## config.mk

```make
export PLATFORM = sky130hd
export DESIGN_NAME = hs_tx_ddr_serializer
export DESIGN_NICKNAME = d
export VERILOG_FILES = /design/src/rtl/hs_tx_ddr_serializer_pkg.sv /design/src/rtl/hs_tx_ddr_serializer_pair_shifter.sv /design/src/rtl/hs_tx_ddr_serializer.sv
export SDC_FILE = /design/constraint.sdc
export NUM_CORES = 1
export LEC_CHECK = 0
export BUFFER_PORTS_ARGS = -buffer_cell sky130_fd_sc_hd__buf_2
export CORE_ASPECT_RATIO = 1.2
export CORE_UTILIZATION = 55
export CTS_CLUSTER_DIAMETER = 100
export DETAILED_ROUTE_END_ITERATION = 8
export HOLD_SLACK_MARGIN = 0.08
export PLACE_DENSITY = 0.87
export RECOVER_POWER = 25
export REMOVE_ABC_BUFFERS = 1
export SYNTH_ARGS = -nofsm -noshare
export SYNTH_HDL_FRONTEND = slang
export SYNTH_HIERARCHICAL = 1
export SYNTH_SLANG_ARGS = --single-unit
export TNS_END_PERCENT = 20
```

## constraint.sdc

```tcl
create_clock -name TxDDRClkHS -period 2.6 [get_ports TxDDRClkHS]
set_input_delay 0.13 -clock TxDDRClkHS [delete_from_list [all_inputs] [get_ports TxDDRClkHS]]
set_output_delay 0.13 -clock TxDDRClkHS [all_outputs]
set_load 0.01 [all_outputs]
```

## src/rtl/hs_tx_ddr_serializer_pkg.sv

```systemverilog
// Shared definitions for the D-PHY HS transmit path: sync byte, state encodings
// and default framing lengths, also used by the receiver's sync detector.
package hs_tx_ddr_serializer_pkg;

    localparam int         BYTE_W               = 8;
    localparam logic [7:0] SYNC_BYTE            = 8'hB8;
    localparam int         ZERO_CYCLES_DEFAULT  = 6;
    localparam int         TRAIL_CYCLES_DEFAULT = 4;
    localparam logic [1:0] LAST_PAIR            = 2'd3;

    typedef enum logic [2:0] {
        ST_IDLE  = 3'd0,
        ST_ZERO  = 3'd1,
        ST_SYNC  = 3'd2,
        ST_DATA  = 3'd3,
        ST_TRAIL = 3'd4
    } tx_state_e;

    function automatic logic [BYTE_W-1:0] fillByte(input logic bitVal);
        return {BYTE_W{bitVal}};
    endfunction

endpackage

```

## src/rtl/hs_tx_ddr_serializer_pair_shifter.sv

```systemverilog
// Byte load/shift register emitting one bit pair per cycle, LSB pair first,
// with a pair counter that restarts on every load.
module hs_tx_pair_shifter
    import hs_tx_ddr_serializer_pkg::*;
(
    input  logic              clk_i,
    input  logic              rst_i,
    input  logic              load_i,
    input  logic [BYTE_W-1:0] loadData_i,
    input  logic              shift_i,
    output logic              pairB1_o,
    output logic              pairB2_o,
    output logic [1:0]        pairCnt_o
);

    logic [BYTE_W-1:0] shift_q;
    logic [1:0]        pairCnt_q;

    always_ff @(posedge clk_i) begin
        if (rst_i) begin
            shift_q   <= '0;
            pairCnt_q <= '0;
        end else if (load_i) begin
            shift_q   <= loadData_i;
            pairCnt_q <= '0;
        end else if (shift_i) begin
            shift_q   <= {2'b00, shift_q[BYTE_W-1:2]};
            pairCnt_q <= pairCnt_q + 2'd1;
        end
    end

    // The low two flops drive the line directly, so the pair outputs are registered.
    assign pairB1_o  = shift_q[0];
    assign pairB2_o  = shift_q[1];
    assign pairCnt_o = pairCnt_q;

endmodule

```

## src/rtl/hs_tx_ddr_serializer.sv

```systemverilog
// D-PHY HS transmit serializer: HS-zero, sync byte, payload and HS-trail framing.
// Optional HS_TX_BYTE_CNT_EN adds a saturating per-burst accepted-byte counter.
module hs_tx_ddr_serializer
    import hs_tx_ddr_serializer_pkg::*;
#(
    parameter int ZERO_CYCLES  = ZERO_CYCLES_DEFAULT,
    parameter int TRAIL_CYCLES = TRAIL_CYCLES_DEFAULT
) (
    input  logic        TxDDRClkHS,
    input  logic        TxRst,
    input  logic        TxRequestHS,
    input  logic [7:0]  TxDataHS,
    output logic        TxReadyHS,
    output logic        serial_B1,
    output logic        serial_B2,
    output logic        hs_drv_en,
    output logic        tx_active
`ifdef HS_TX_BYTE_CNT_EN
    ,
    output logic [15:0] tx_byte_cnt
`endif
);

    localparam logic [7:0] ZERO_LOAD  = 8'(ZERO_CYCLES - 1);
    localparam logic [7:0] TRAIL_LOAD = 8'(TRAIL_CYCLES - 1);

    tx_state_e   state_q;
    logic [7:0]  phaseCnt_q;
    logic        hsDrvEn_q;
    logic        txActive_q;

    logic        shLoad;
    logic        shShift;
    logic [7:0]  shData;
    logic        pairB1;
    logic        pairB2;
    logic [1:0]  pairCnt;
    logic        lastPair;
    logic        trailBit;

    assign lastPair  = ((state_q == ST_SYNC) || (state_q == ST_DATA)) && (pairCnt == LAST_PAIR);
    assign TxReadyHS = lastPair && TxRequestHS;
    assign trailBit  = ~pairB2;

    // The trail level is latched by loading it into every bit of the shifter.
    always_comb begin
        shLoad  = 1'b0;
        shShift = 1'b0;
        shData  = '0;
        case (state_q)
            ST_ZERO: begin
                if (phaseCnt_q == 8'd0) begin
                    shLoad = 1'b1;
                    shData = SYNC_BYTE;
                end
            end
            ST_SYNC, ST_DATA: begin
                if (!lastPair) begin
                    shShift = 1'b1;
                end else if (TxRequestHS) begin
                    shLoad = 1'b1;
                    shData = TxDataHS;
                end else begin
                    shLoad = 1'b1;
                    shData = fillByte(trailBit);
                end
            end
            ST_TRAIL: begin
                if (phaseCnt_q == 8'd0) begin
                    shLoad = 1'b1;
                    shData = '0;
                end
            end
            default: begin
                shLoad = 1'b0;
            end
        endcase
    end

    always_ff @(posedge TxDDRClkHS) begin
        if (TxRst) begin
            state_q    <= ST_IDLE;
            phaseCnt_q <= '0;
            hsDrvEn_q  <= 1'b0;
            txActive_q <= 1'b0;
        end else begin
            case (state_q)
                ST_IDLE: begin
                    if (TxRequestHS) begin
                        state_q    <= ST_ZERO;
                        phaseCnt_q <= ZERO_LOAD;
                        hsDrvEn_q  <= 1'b1;
                        txActive_q <= 1'b1;
                    end
                end
                ST_ZERO: begin
                    if (phaseCnt_q == 8'd0) begin
                        state_q <= ST_SYNC;
                    end else begin
                        phaseCnt_q <= phaseCnt_q - 8'd1;
                    end
                end
                ST_SYNC, ST_DATA: begin
                    if (lastPair) begin
                        if (TxRequestHS) begin
                            state_q <= ST_DATA;
                        end else begin
                            state_q    <= ST_TRAIL;
                            phaseCnt_q <= TRAIL_LOAD;
                        end
                    end
                end
                ST_TRAIL: begin
                    if (phaseCnt_q == 8'd0) begin
                        state_q    <= ST_IDLE;
                        hsDrvEn_q  <= 1'b0;
                        txActive_q <= 1'b0;
                    end else begin
                        phaseCnt_q <= phaseCnt_q - 8'd1;
                    end
                end
                default: begin
                    state_q    <= ST_IDLE;
                    hsDrvEn_q  <= 1'b0;
                    txActive_q <= 1'b0;
                end
            endcase
        end
    end

    hs_tx_pair_shifter u_pairShifter (
        .clk_i      (TxDDRClkHS),
        .rst_i      (TxRst),
        .load_i     (shLoad),
        .loadData_i (shData),
        .shift_i    (shShift),
        .pairB1_o   (pairB1),
        .pairB2_o   (pairB2),
        .pairCnt_o  (pairCnt)
    );

    assign serial_B1 = pairB1;
    assign serial_B2 = pairB2;
    assign hs_drv_en = hsDrvEn_q;
    assign tx_active = txActive_q;

`ifdef HS_TX_BYTE_CNT_EN
    logic [15:0] byteCnt_q;
    logic [15:0] byteCnt_d;

    // Cleared as a new burst leaves IDLE, then held after the burst for readout.
    always_comb begin
        byteCnt_d = byteCnt_q;
        if ((state_q == ST_IDLE) && TxRequestHS) begin
            byteCnt_d = '0;
        end else if (TxReadyHS && (byteCnt_q != 16'hFFFF)) begin
            byteCnt_d = byteCnt_q + 16'd1;
        end
    end

    always_ff @(posedge TxDDRClkHS) begin
        if (TxRst) begin
            byteCnt_q <= '0;
        end else begin
            byteCnt_q <= byteCnt_d;
        end
    end

    assign tx_byte_cnt = byteCnt_q;
`endif

endmodule

```

# --- Word-level counts from Yosys, hierarchy flattened ---
# Cells that the tools add are included.
totals:
  regBits: 22
  output_inout_bits: 5
  input_bits: 11
  wordCells: 59
classes:
  bitwise_logic: 2
  n_mux: 25
  addsub: 2
  eq_ne: 11
  n_reduce_logical: 14
op_table:
  columns: ["cell", "count"]
  rows:
  - ["8-bit two-way mux", 9]
  - ["8-bit one-hot mux with 3 select lines", 1]
  - ["8-bit one-hot mux with 2 select lines", 1]
  - ["3-bit two-way mux", 5]
  - ["2-bit != test, second input constant", 6]
  - ["3-bit one-hot mux with 4 select lines", 1]
  - ["8-bit zero test", 1]
  - ["8-bit by 1-bit subtractor with 8-bit output, second input constant", 1]
  - ["3-bit by 2-bit equality test with 1-bit output, second input constant", 2]
  - ["1-bit two-way mux", 6]
  - ["2-bit OR reduction", 3]
  - ["5-bit AND reduction", 1]
  - ["4-bit AND reduction", 1]
  - ["3-bit by 1-bit equality test with 1-bit output, second input constant", 1]
  - ["3-bit equality test, second input constant", 1]
  - ["3-bit zero test", 1]
  - ["1-bit one-hot mux with 3 select lines", 1]
  - ["3-bit AND reduction", 1]
  - ["3-bit nonzero test", 1]
  - ["3-bit OR reduction", 1]
  - ["2-bit by 1-bit adder with 2-bit output, second input constant", 1]
  - ["2-bit equality test, second input constant", 1]
  - ["1-bit logical AND", 2]
  - ["1-bit NOT", 2]
  - ["other kinds (3)", 3]

# --- Depth between registers and ports, before layout ---
# Gate-level depths: netlist of the first run.
depth:
  depth_word: 7
  ltp_mapped: 9
  depth_no_buf: 8

# --- By module ---
# The synthesis of the first run kept the hierarchy.
by_module_without_submodules:
  columns: ["module", "n_inst", "area_each_um2", "cells_per_inst"]
  rows:
  - ["hs_tx_ddr_serializer", 1, 955.9, 121]
  - ["hs_tx_pair_shifter", 1, 442.9, 44]

# --- Worst setup path after synthesis of the first run ---
# OpenSTA, ideal clock, no wires.
synth_path:
  path_type: "register to register"
  from: "register phaseCnt_q[0]"
  to: "register u_pairShifter.shift_q[0]"
  setup_ns: 0.086
  setup_slack_ns: 0.774
  arrival_ns: 1.741
  path_stages_with_launch: 10
  path_buffers: 1
  synth_period_minus_slack_ns: 1.826
  path_cell_list: "dfxtp_1 -> inv_1 -> ha_1 -> nor4b_2 -> nand3_1 -> a21o_1 -> o21ai_0 -> clkbuf_2 -> inv_1 -> a211oi_1"
synth_via:
  elab_chain_cells: 4
  word_cells_on_any_way: 5
synth_lines:
  columns: ["element", "line", "source"]
  rows:
  - ["from (decl)", "hs_tx_ddr_serializer.sv:28", "logic [7:0] phaseCnt_q;"]
  - ["from (signal assigned)", "hs_tx_ddr_serializer.sv:100", "phaseCnt_q <= phaseCnt_q - 8'd1;"]
  - ["from (signal assigned)", "hs_tx_ddr_serializer.sv:119", "phaseCnt_q <= phaseCnt_q - 8'd1;"]
  - ["8-bit zero test (*)", "hs_tx_ddr_serializer.sv:52, hs_tx_ddr_serializer.sv:69", null]
  - ["1-bit two-way mux (*)", "hs_tx_ddr_serializer.sv:52, hs_tx_ddr_serializer.sv:69", null]
  - ["1-bit one-hot mux with 2 select lines (*)", "hs_tx_ddr_serializer.sv:50", "case (state_q)"]
  - ["named net shLoad", "hs_tx_ddr_serializer.sv:32", "logic shLoad;"]
  - ["8-bit two-way mux / 2-bit nonzero test (equally long branches)", null, null]
  - ["to (signal assigned)", "hs_tx_ddr_serializer_pair_shifter.sv:24", "shift_q <= loadData_i;"]
  - ["to (signal assigned)", "hs_tx_ddr_serializer_pair_shifter.sv:27", "shift_q <= {2'b00, shift_q[BYTE_W-1:2]};"]
  - ["to (decl)", "hs_tx_ddr_serializer_pair_shifter.sv:16", "logic [BYTE_W-1:0] shift_q;"]
# Mark *: on every way through the listed nets, which the timed path passes. The rest lies on a longest branch.
# A chain may end at the register's enable or synchronous reset.

# --- Worst setup path in the final report of the first run ---
layout_path:
  from: "register phaseCnt_q[0]"
  to: "register u_pairShifter.shift_q[2]"
# The elaborated chain is that of the path after synthesis.

==> flow_metrics.py, run 1 <==
metrics = {
    "pwr": {
        "clkPwrFrac": 0.139,
        "p_comb_frac": 0.486,
        "p_int_mw": 0.806,
        "power_frac_seq": 0.375,
        "sw_frac_of_total": 0.429,
        "vdd_drop_max_v": 0.000630,
        "switching_power_mw": 0.606,
        "cellLeakagePower_nw": 0.546,
        "p_per_area_nw_per_um2": 958,
    },
    "setup_path": {
        "crit_type": "reg2reg",
        "start_kind": "flip-flop",
        "critical_path.max_fanout": 12,
        "cp_data_arrival_time_ns": 2.57,
        "reg2reg_slack_ns": 0.27,
        "worstPathRequired_ns": 2.84,
        "r2r_start": "phaseCnt_q[0]",
        "reg2reg_depth": 7,
        "reg2reg_to": "u_pairShifter/shift_q[2]",
        "cp-end-kind": "flip-flop",
    },
    "sta": {
        "worstMarginPinSlew_ns": 0.630,
        "hold_violations": 0,
        "finalCritPeriodShare": 0.898,
        "fin_crit_ns": 2.33,
        "tns_ns": 0,
        "fmax_ghz": 0.428,
        "finalClockSkew_ns": 0.00513,
        "slew_viol_final": 0,
        "max-slew-margin-rel": 0.577,
        "setup_viol": 0,
        "rsz0062_at_grt": "false",
    },
    "grt": {
        "grt_util_all_layers": 0.253,
        "grt_max_degree": 22,
        "grt_util_met2": 0.427,
        "antenna_found_initial": 0,
        "grt_pass1_vias": 1206,
        "grt.met3_usage": 0.0316,
        "grt_pass1_wl_um": 5020,
        "grt_most_used_layer": "met2",
        "overflow": 0,
        "use_met1": 0.298,
    },
    "clock_network": {
        "post_cts_buffers": 0,
        "cts_tree": "done",
        "cts_resized": 1,
        "cts_buffers": 3,
        "clk_latency_ns": 0.32,
        "clk_pin_slew_ns": 0.12,
        "cts_hold_buf": 0,
        "root_buffer": "clkbuf_4",
        "cts-root-to-sink-buffers": 2,
        "cts_num_sinks": 22,
        "cts.htree.levels": 1,
    },
    "floorplanning": {
        "die_y_um": 57.2,
        "die_x_um": 48.0,
        "rows": 19,
        "core_area_um2": 2350,
        "initial_core_util": 0.594,
        "pin_count": 16,
        "die_area_um2": 2750,
    },
    "synth": {
        "yosys_register_bits": 22,
        "synth_top_family_by_area": "simple AND/OR/NAND/NOR gates",
        "synth_compound_area_frac": 0.246,
        "synth_enable_flop_cells": 0,
        "synth-seq-area-share": 0.315,
        "synth_warnings": 6,
        "syn_area_um2": 1400,
        "yosys.area_share.simple": 0.267,
        "ys.flop_type": "dfxtp_1",
        "synthMuxAreaShare": 0.0572,
        "synthCells": 165,
        "synthAdderAreaFrac": 0.0179,
        "yosys.area_share.xor_xnor": 0.0188,
        "synth-async-reset-ratio": 0,
        "synth.avg_cell_area_um2": 8.48,
        "synth.distinct_cells": 52,
    },
    "layout": {
        "final_cell_count_no_fill": 204,
        "drive_above_1_share": 0.150,
        "stdcell_area_um2": 1470,
        "syn_to_final_growth_pct": 5.28,
        "nNetsFinal": 187,
        "antenna_cells": 0,
    },
    "route": {
        "routed_via_density": 6.16,
        "drtIter0Drc": 43,
        "ant_nets": 0,
        "totalWireLength_um": 3040,
        "post_drt_wl_per_cell_um": 14.9,
        "drc": 0,
        "num_vias": 1256,
        "firstDrtPassIters": 4,
    },
    "place": {
        "portBuffers": 15,
        "hpwl_um": 2270,
        "placed_area_um2": 1440,
        "gp_congestion": 0.913,
        "dp_cells": 200,
    },
    "run_status": {
        "outcome": "finished, final reports clean",
    },
    "job": {
        "cap_violations": 0,
    },
    "worst_hold_path": {
        "hp-class": "in2reg",
        "whs_path_depth": 5,
        "min_from": "TxDataHS[6]",
        "min_to": "u_pairShifter/shift_q[6]",
    },
}
worst max-delay path by stage:
stage,from,endpoint,cells after the start
finish,phaseCnt_q[0],u_pairShifter/shift_q[2],7
CTS,phaseCnt_q[0],u_pairShifter/shift_q[2],8
floorplan,phaseCnt_q[0],u_pairShifter/shift_q[0],7
detailed placement,phaseCnt_q[0],u_pairShifter/shift_q[5],7
global placement,phaseCnt_q[0],u_pairShifter/shift_q[1],7
global route,phaseCnt_q[0],u_pairShifter/shift_q[2],7
synth_stat cells (2+ instances only):
cell | number | area share
nand2_1 | 8 | 0.021
clkbuf_1 | 3 | 0.0080
nor2b_1 | 14 | 0.063
or2_1 | 2 | 0.0089
a21o_1 | 2 | 0.011
a21oi_1 | 11 | 0.039
nand3_1 | 3 | 0.011
o22ai_1 | 4 | 0.018
mux2i_1 | 8 | 0.057
nor3b_1 | 2 | 0.011
a211oi_1 | 8 | 0.043
dfxtp_1 | 22 | 0.31
a32o_1 | 4 | 0.029
o21ai_0 | 9 | 0.032
buf_2 | 2 | 0.0072
inv_1 | 10 | 0.027
or3b_1 | 2 | 0.013
nor2_1 | 9 | 0.024
buf_6 | 2 | 0.016
nor3_1 | 3 | 0.011
nand4b_1 | 2 | 0.013
ha_1 | 2 | 0.018
buf_4 | 3 | 0.016
xnor2_1 | 2 | 0.013
area by class of cell:
type	instances	area [um2]
flip-flops and latches	22	440
multi-input cells	122	850
fillers	208	881
inverters	10	37.5
repair buffers	15	70.1
clock buffers	4	36.3
well taps	31	38.8
worst max-delay path, stage by stage (launching register included):
cell	delay [ns]
dfxtp_1	0.35
inv_1	0.11
ha_1	0.21
nor4b_2	0.33
nand2_2	0.18
o21ai_1	0.56
inv_1	0.25
a211oi_1	0.26
sequential cells by signal, indices dropped and copies added, names as in the netlist:
register / cells
u_pairShifter/shift_q: 8
phaseCnt_q: 8
u_pairShifter/pairCnt_o: 2
state_q: 3
tx_active: 1
kinds of logic (layout without fill, tap and decap cells):
| logic type | Yosys count | after routing |
|---|---|---|
| buffers and inverters | 21 | 29 |
| xor gates and xnor gates | 3 | 3 |
| muxes | 8 | 8 |
| and+or+nand+nor | 59 | 59 |
| AOI/OAI and AO/OA | 50 | 50 |
| adders and majority gates | 2 | 2 |
| DFF | 22 | 22 |
per-stage QoR:
stage | util | hold slack (ns) | power [mW] | setup slack [ns]
after floorplan | - | 0.199 | 1.04 | 0.529
after global placement | 0.612 | 0.483 | 1.18 | 0.152
after detailed placement | 0.612 | 0.493 | 1.21 | -0.00335
after CTS | 0.628 | 0.165 | 1.40 | 0.275
after global routing | 0.626 | 0.193 | 1.51 | 0.0241
final | 0.626 | 0.162 | 1.41 | 0.265
metal layers:
| metal | share of wire | vias to the layer above |
|---|---|---|
| li1 | - | 614 |
| met1 | 0.42 | 588 |
| met2 | 0.52 | 47 |
| met3 | 0.040 | 7 |
| met4 | 0.019 | 0 |
| met5 | 0 | - |
placed cells by master (no fill, tap or decap), types with 4 or more instances in the layout:
cell type / instances
buf_2: 11
a21oi_1: 11
nor2b_1: 14
clkbuf_1: 4
dfxtp_1: 22
o22ai_1: 4
o21ai_0: 8
nor2_1: 9
mux2i_1: 8
a32o_1: 4
a211oi_1: 8
inv_1: 10
nand2_1: 8
power groups by stage:
stage | clock network, mW | registers, mW | logic [mW]
detailed placement | 0 | 0.534 | 0.676
global route | 0.210 | 0.540 | 0.756
finish | 0.196 | 0.530 | 0.685
floorplan | 0 | 0.515 | 0.527
CTS | 0.195 | 0.526 | 0.681
global placement | 0 | 0.524 | 0.654
Power figures use the tool's default switching activity.
==> run 2, diff against run 1 <==
--- a/config.mk
+++ b/config.mk
@@ -5,7 +5,7 @@
 export SDC_FILE = /design/constraint.sdc
 export NUM_CORES = 1
 export LEC_CHECK = 0
-export BUFFER_PORTS_ARGS = -buffer_cell sky130_fd_sc_hd__buf_2
+export BUFFER_PORTS_ARGS = -buffer_cell sky130_fd_sc_hd__buf_4
 export CORE_ASPECT_RATIO = 1.2
 export CORE_UTILIZATION = 55
 export CTS_CLUSTER_DIAMETER = 100
@@ -14,8 +14,9 @@
 export PLACE_DENSITY = 0.87
 export RECOVER_POWER = 25
 export REMOVE_ABC_BUFFERS = 1
+export SKIP_CTS_REPAIR_TIMING = 1
 export SYNTH_ARGS = -nofsm -noshare
 export SYNTH_HDL_FRONTEND = slang
 export SYNTH_HIERARCHICAL = 1
 export SYNTH_SLANG_ARGS = --single-unit
-export TNS_END_PERCENT = 20
+export TNS_END_PERCENT = 100
==> flow_metrics.py, run 2 (synthesized netlist as in run 1, its figures left out) <==
metrics = {
    "run_status": {
        "outcome": "finished, final reports clean",
    },
    "setup_path": {
        "crit_top_cell": "inv_1",
        "cp_data_arrival_time_ns": 2.59,
        "start_kind": "flip-flop",
        "critPathBufInv": 2,
        "worstPathRequired_ns": 2.83,
        "cp-end-kind": "flip-flop",
        "cp_top_family": "compound AO/OA/AOI/OAI gates",
        "path_cells": "inv_1 > ha_1 > nor4b_2 > nand2_2 > o21ai_1 > inv_1 > a211oi_1",
        "crit_type": "reg2reg",
        "cp_slowest_cell": "o21ai_1",
        "slowest_delay_ns": 0.53,
        "critical_path.max_fanout": 12,
    },
    "floorplanning": {
        "die_y_um": 57.2,
        "die_x_um": 48.0,
        "die_area_um2": 2750,
        "core_area_um2": 2350,
        "initial_core_util": 0.594,
        "rows": 19,
        "pin_count": 16,
    },
    "layout": {
        "stdcell_area_um2": 1520,
        "final_cell_mix": "22 x dfxtp_1, 14 x nor2b_1, 11 x a21oi_1, 11 x buf_4, 10 x inv_1",
        "layout_commonest_cell": "dfxtp_1",
        "reg_top3": "phaseCnt_q x8, u_pairShifter/shift_q x8, state_q x3",
        "nNetsFinal": 187,
        "syn_to_final_growth_pct": 8.41,
        "final_cell_count_no_fill": 204,
        "antenna_cells": 0,
        "drive_above_1_share": 0.150,
        "final_util": 0.644,
    },
    "grt": {
        "grt_pass1_wl_um": 4930,
        "grt_util_all_layers": 0.252,
        "antenna_found_initial": 0,
        "grt_max_degree": 22,
        "grt_pass1_vias": 1119,
        "overflow": 0,
    },
    "place": {
        "placed_area_um2": 1480,
        "dp_slack_ns": 0.00853,
        "portBuffers": 15,
        "hpwl_um": 2250,
        "gp_congestion": 0.857,
        "dp_cells": 200,
    },
    "route": {
        "post_drt_wl_per_cell_um": 14.7,
        "num_vias": 1258,
        "drtIter0Drc": 30,
        "firstDrtPassIters": 4,
        "ant_nets": 0,
        "drc": 0,
        "routed_via_density": 6.17,
        "totalWireLength_um": 2990,
    },
    "pwr": {
        "vdd_drop_max_v": 0.000508,
        "cellLeakagePower_nw": 0.561,
        "p_per_area_nw_per_um2": 976,
    },
    "sta": {
        "setup_ws_ns": 0.238,
        "hold_violations": 0,
        "setup_viol": 0,
        "rsz0062_at_grt": "false",
        "fin_crit_ns": 2.36,
        "finalClockSkew_ns": 0.0125,
        "slew_viol_final": 0,
        "worstMarginPinSlew_ns": 0.594,
        "finalCritPeriodShare": 0.908,
        "max-slew-margin-rel": 0.601,
        "fmax_ghz": 0.423,
        "tns_ns": 0,
    },
    "clock_network": {
        "cts_tree": "done",
        "clk_pin_slew_ns": 0.13,
        "cts_num_sinks": 22,
        "cts_buffers": 3,
        "clk_latency_ns": 0.32,
        "cts-root-to-sink-buffers": 2,
        "cts.htree.levels": 1,
        "root_buffer": "clkbuf_4",
    },
    "job": {
        "cap_violations": 0,
    },
    "worst_hold_path": {
        "hp-class": "in2reg",
    },
}
## run 2: final timing paths
kind,from,end,slack [ns],depth (start not counted)
worst max-delay path,phaseCnt_q[0],u_pairShifter/shift_q[0],0.24,7
worst min-delay path,TxRst,tx_active,0.13,2
worst max register to register,phaseCnt_q[0],u_pairShifter/shift_q[0],0.24,7
worst min register to register,phaseCnt_q[1],phaseCnt_q[1],0.51,2
## run 2: worst reg2reg max path: cells and delay by family (launching register included)
kind | cells | cell delay [ns]
flops | 1 | 0.35
compound gates | 2 | 0.85
simple gates | 2 | 0.52
fa+ha+maj | 1 | 0.20
buf+inv | 2 | 0.36
## run 2: routing by layer
layer,global-route usage,vias to the layer above,share of wire
li1,-,623,-
met1,0.287,591,0.40
met2,0.442,37,0.54
met3,0.0285,7,0.031
met4,0.119,0,0.023
met5,0,-,0
## run 2: layout make-up
type                    count  area [um2]
flip-flops and latches     22         440
fillers                   213         837
well taps                  31        38.8
clock inverters             1        30.0
multi-input cells         122         850
inverters                  10        37.5
repair buffers             15        97.6
clock buffers               3        22.5
## run 2: stage by stage
stage	hold WS (ns)	power, mW
after floorplan	0.199	1.04
after global placement	0.464	1.19
after detailed placement	0.475	1.22
after CTS	0.118	1.49
after global routing	0.119	1.58
final	0.126	1.48
## run 2: power by group
| group | total, mW | internal [mW] | switching [mW] | leakage (nW) |
|---|---|---|---|---|
| clock network | 0.266 | 0.156 | 0.110 | 0.0279 |
| logic | 0.688 | 0.302 | 0.385 | 0.354 |
| registers | 0.526 | 0.420 | 0.105 | 0.179 |
| total | 1.48 | 0.879 | 0.601 | 0.561 |
==> run 3, diff against run 2 <==
--- a/config.mk
+++ b/config.mk
@@ -7,11 +7,11 @@
 export LEC_CHECK = 0
 export BUFFER_PORTS_ARGS = -buffer_cell sky130_fd_sc_hd__buf_4
 export CORE_ASPECT_RATIO = 1.2
-export CORE_UTILIZATION = 55
+export CORE_UTILIZATION = 52
 export CTS_CLUSTER_DIAMETER = 100
 export DETAILED_ROUTE_END_ITERATION = 8
 export HOLD_SLACK_MARGIN = 0.08
-export PLACE_DENSITY = 0.87
+export PLACE_DENSITY = 0.86
 export RECOVER_POWER = 25
 export REMOVE_ABC_BUFFERS = 1
 export SKIP_CTS_REPAIR_TIMING = 1
==> constraint.sdc (replaced) <==
create_clock -name TxDDRClkHS -period 2.1 [get_ports TxDDRClkHS]
set_input_delay 0.105 -clock TxDDRClkHS [delete_from_list [all_inputs] [get_ports TxDDRClkHS]]
set_output_delay 0.105 -clock TxDDRClkHS [all_outputs]
set_load 0.01 [all_outputs]
==> flow_metrics.py, run 3 (synthesized netlist as in run 1, its figures left out) <==
metrics = {
    "run_status": {
        "outcome": "finished, final reports clean",
    },
    "grt": {
        "grt_max_degree": 22,
        "grt_pass1_wl_um": 5530,
        "antenna_found_initial": 0,
        "overflow": 0,
        "grt_util_all_layers": 0.249,
        "grt_pass1_vias": 1241,
    },
    "sta": {
        "setup_viol": 0,
        "finalClockSkew_ns": 0.00987,
        "worstMarginPinSlew_ns": 0.629,
        "fin_crit_ns": 1.91,
        "hold_violations": 0,
        "max-slew-margin-rel": 0.580,
        "rsz0062_at_grt": "false",
        "finalCritPeriodShare": 0.911,
        "setup_ws_ns": 0.188,
        "slew_viol_final": 0,
        "fmax_ghz": 0.523,
    },
    "route": {
        "totalWireLength_um": 3300,
        "ant_nets": 0,
        "firstDrtPassIters": 4,
        "drtIter0Drc": 36,
        "num_vias": 1319,
        "drc": 0,
        "routed_via_density": 6.08,
        "post_drt_wl_per_cell_um": 15.2,
    },
    "pwr": {
        "p_per_area_nw_per_um2": 1180,
        "cellLeakagePower_nw": 0.617,
        "p_int_mw": 1.10,
        "vdd_drop_max_v": 0.000566,
        "sw_frac_of_total": 0.418,
        "p_comb_frac": 0.568,
        "switching_power_mw": 0.786,
        "clkPwrFrac": 0.101,
        "power_frac_seq": 0.331,
    },
    "setup_path": {
        "r2r_start": "phaseCnt_q[4]",
        "crit_type": "reg2reg",
        "reg2reg_to": "u_pairShifter/shift_q[2]",
        "critical_path.max_fanout": 9,
        "cp_data_arrival_time_ns": 2.12,
        "worstPathRequired_ns": 2.31,
        "reg2reg_depth": 6,
        "start_kind": "flip-flop",
        "cp-end-kind": "flip-flop",
        "reg2reg_slack_ns": 0.19,
    },
    "place": {
        "portBuffers": 15,
        "hpwl_um": 2450,
        "dp_slack_ns": -0.146,
        "gp_congestion": 0.926,
    },
    "floorplanning": {
        "die_x_um": 49.3,
        "die_y_um": 58.8,
        "die_area_um2": 2900,
        "rows": 20,
        "pin_count": 16,
        "core_area_um2": 2550,
        "initial_core_util": 0.548,
    },
    "layout": {
        "fillCellCount": 231,
        "nNetsFinal": 199,
        "final_util": 0.624,
        "layout_commonest_cell": "buf_4",
        "reg_top3": "phaseCnt_q x8, u_pairShifter/shift_q x8, state_q x3",
        "syn_to_final_growth_pct": 13.8,
        "antenna_cells": 0,
        "drive_above_1_share": 0.207,
        "final_cell_mix": "23 x buf_4, 22 x dfxtp_1, 14 x nor2b_1",
    },
    "clock_network": {
        "cts_tree": "done",
        "root_buffer": "clkbuf_4",
        "clk_latency_ns": 0.30,
        "cts-root-to-sink-buffers": 2,
        "cts_buffers": 3,
        "clk_pin_slew_ns": 0.12,
        "cts.htree.levels": 1,
        "cts_num_sinks": 22,
    },
    "worst_hold_path": {
        "min_from": "TxRst",
        "min_to": "u_pairShifter/shift_q[6]",
        "hp-class": "in2reg",
        "whs_path_depth": 2,
    },
    "job": {
        "cap_violations": 0,
    },
}
-- run 3: cell type report --
type                            count  area (um2)  area share
Clock buffer                        3        22.5      0.0142
Inverter                           10        37.5      0.0236
Sequential cell                    22         440       0.277
Timing Repair Buffer               27         188       0.118
Tap cell                           33        41.3      0.0259
Multi-Input combinational cell    122         862       0.542
-- run 3: worst max path at each step --
stage | startpoint | endpoint | slack [ns] | cells after the start
2_1_floorplan | phaseCnt_q[0] | u_pairShifter/shift_q[0] | 0.03 | 7
3_3_place_gp | phaseCnt_q[0] | u_pairShifter/shift_q[4] | 0.09 | 7
3_5_place_dp | phaseCnt_q[1] | u_pairShifter/shift_q[2] | -0.15 | 7
4_1_cts | phaseCnt_q[1] | u_pairShifter/shift_q[2] | -0.17 | 7
5_1_grt | phaseCnt_q[1] | u_pairShifter/shift_q[2] | 0.01 | 8
6_report | phaseCnt_q[4] | u_pairShifter/shift_q[2] | 0.19 | 6
-- run 3: critical path, cell delays in order (launching register included) --
cell	delay (ns)
dfxtp_1	0.37
nor3_1	0.46
nand3_1	0.20
a21o_1	0.22
o21ai_2	0.13
inv_1	0.18
a211oi_1	0.26
-- run 3: power by group through the flow --
stage | registers [mW] | clock network (mW) | logic (mW)
after floorplan | 0.638 | 0 | 0.652
after global placement | 0.619 | 0 | 0.981
after detailed placement | 0.627 | 0 | 1.01
after CTS | 0.617 | 0.197 | 1.02
after global routing | 0.639 | 0.210 | 1.17
final | 0.623 | 0.190 | 1.07
-- run 3: through the flow --
step | hold WS (ns) | instances | setup TNS [ns] | area, um2 | power [mW]
after floorplan | 0.174 | 154 | 0 | 1330 | 1.29
after global placement | 0.444 | 213 | 0 | 1560 | 1.60
after CTS | 0.121 | 216 | -0.823 | 1590 | 1.84
after detailed placement | 0.451 | 213 | -0.687 | 1560 | 1.64
final | 0.127 | 217 | 0 | 1590 | 1.88
after global routing | 0.127 | 217 | 0 | 1590 | 2.02
-- run 3: layer usage --
layer,vias to the layer above,routed length (um),track usage
met5,-,0,0
met4,0,39,0.0966
met3,8,157,0.0336
met2,54,1810,0.483
met1,617,1300,0.271
li1,640,-,-
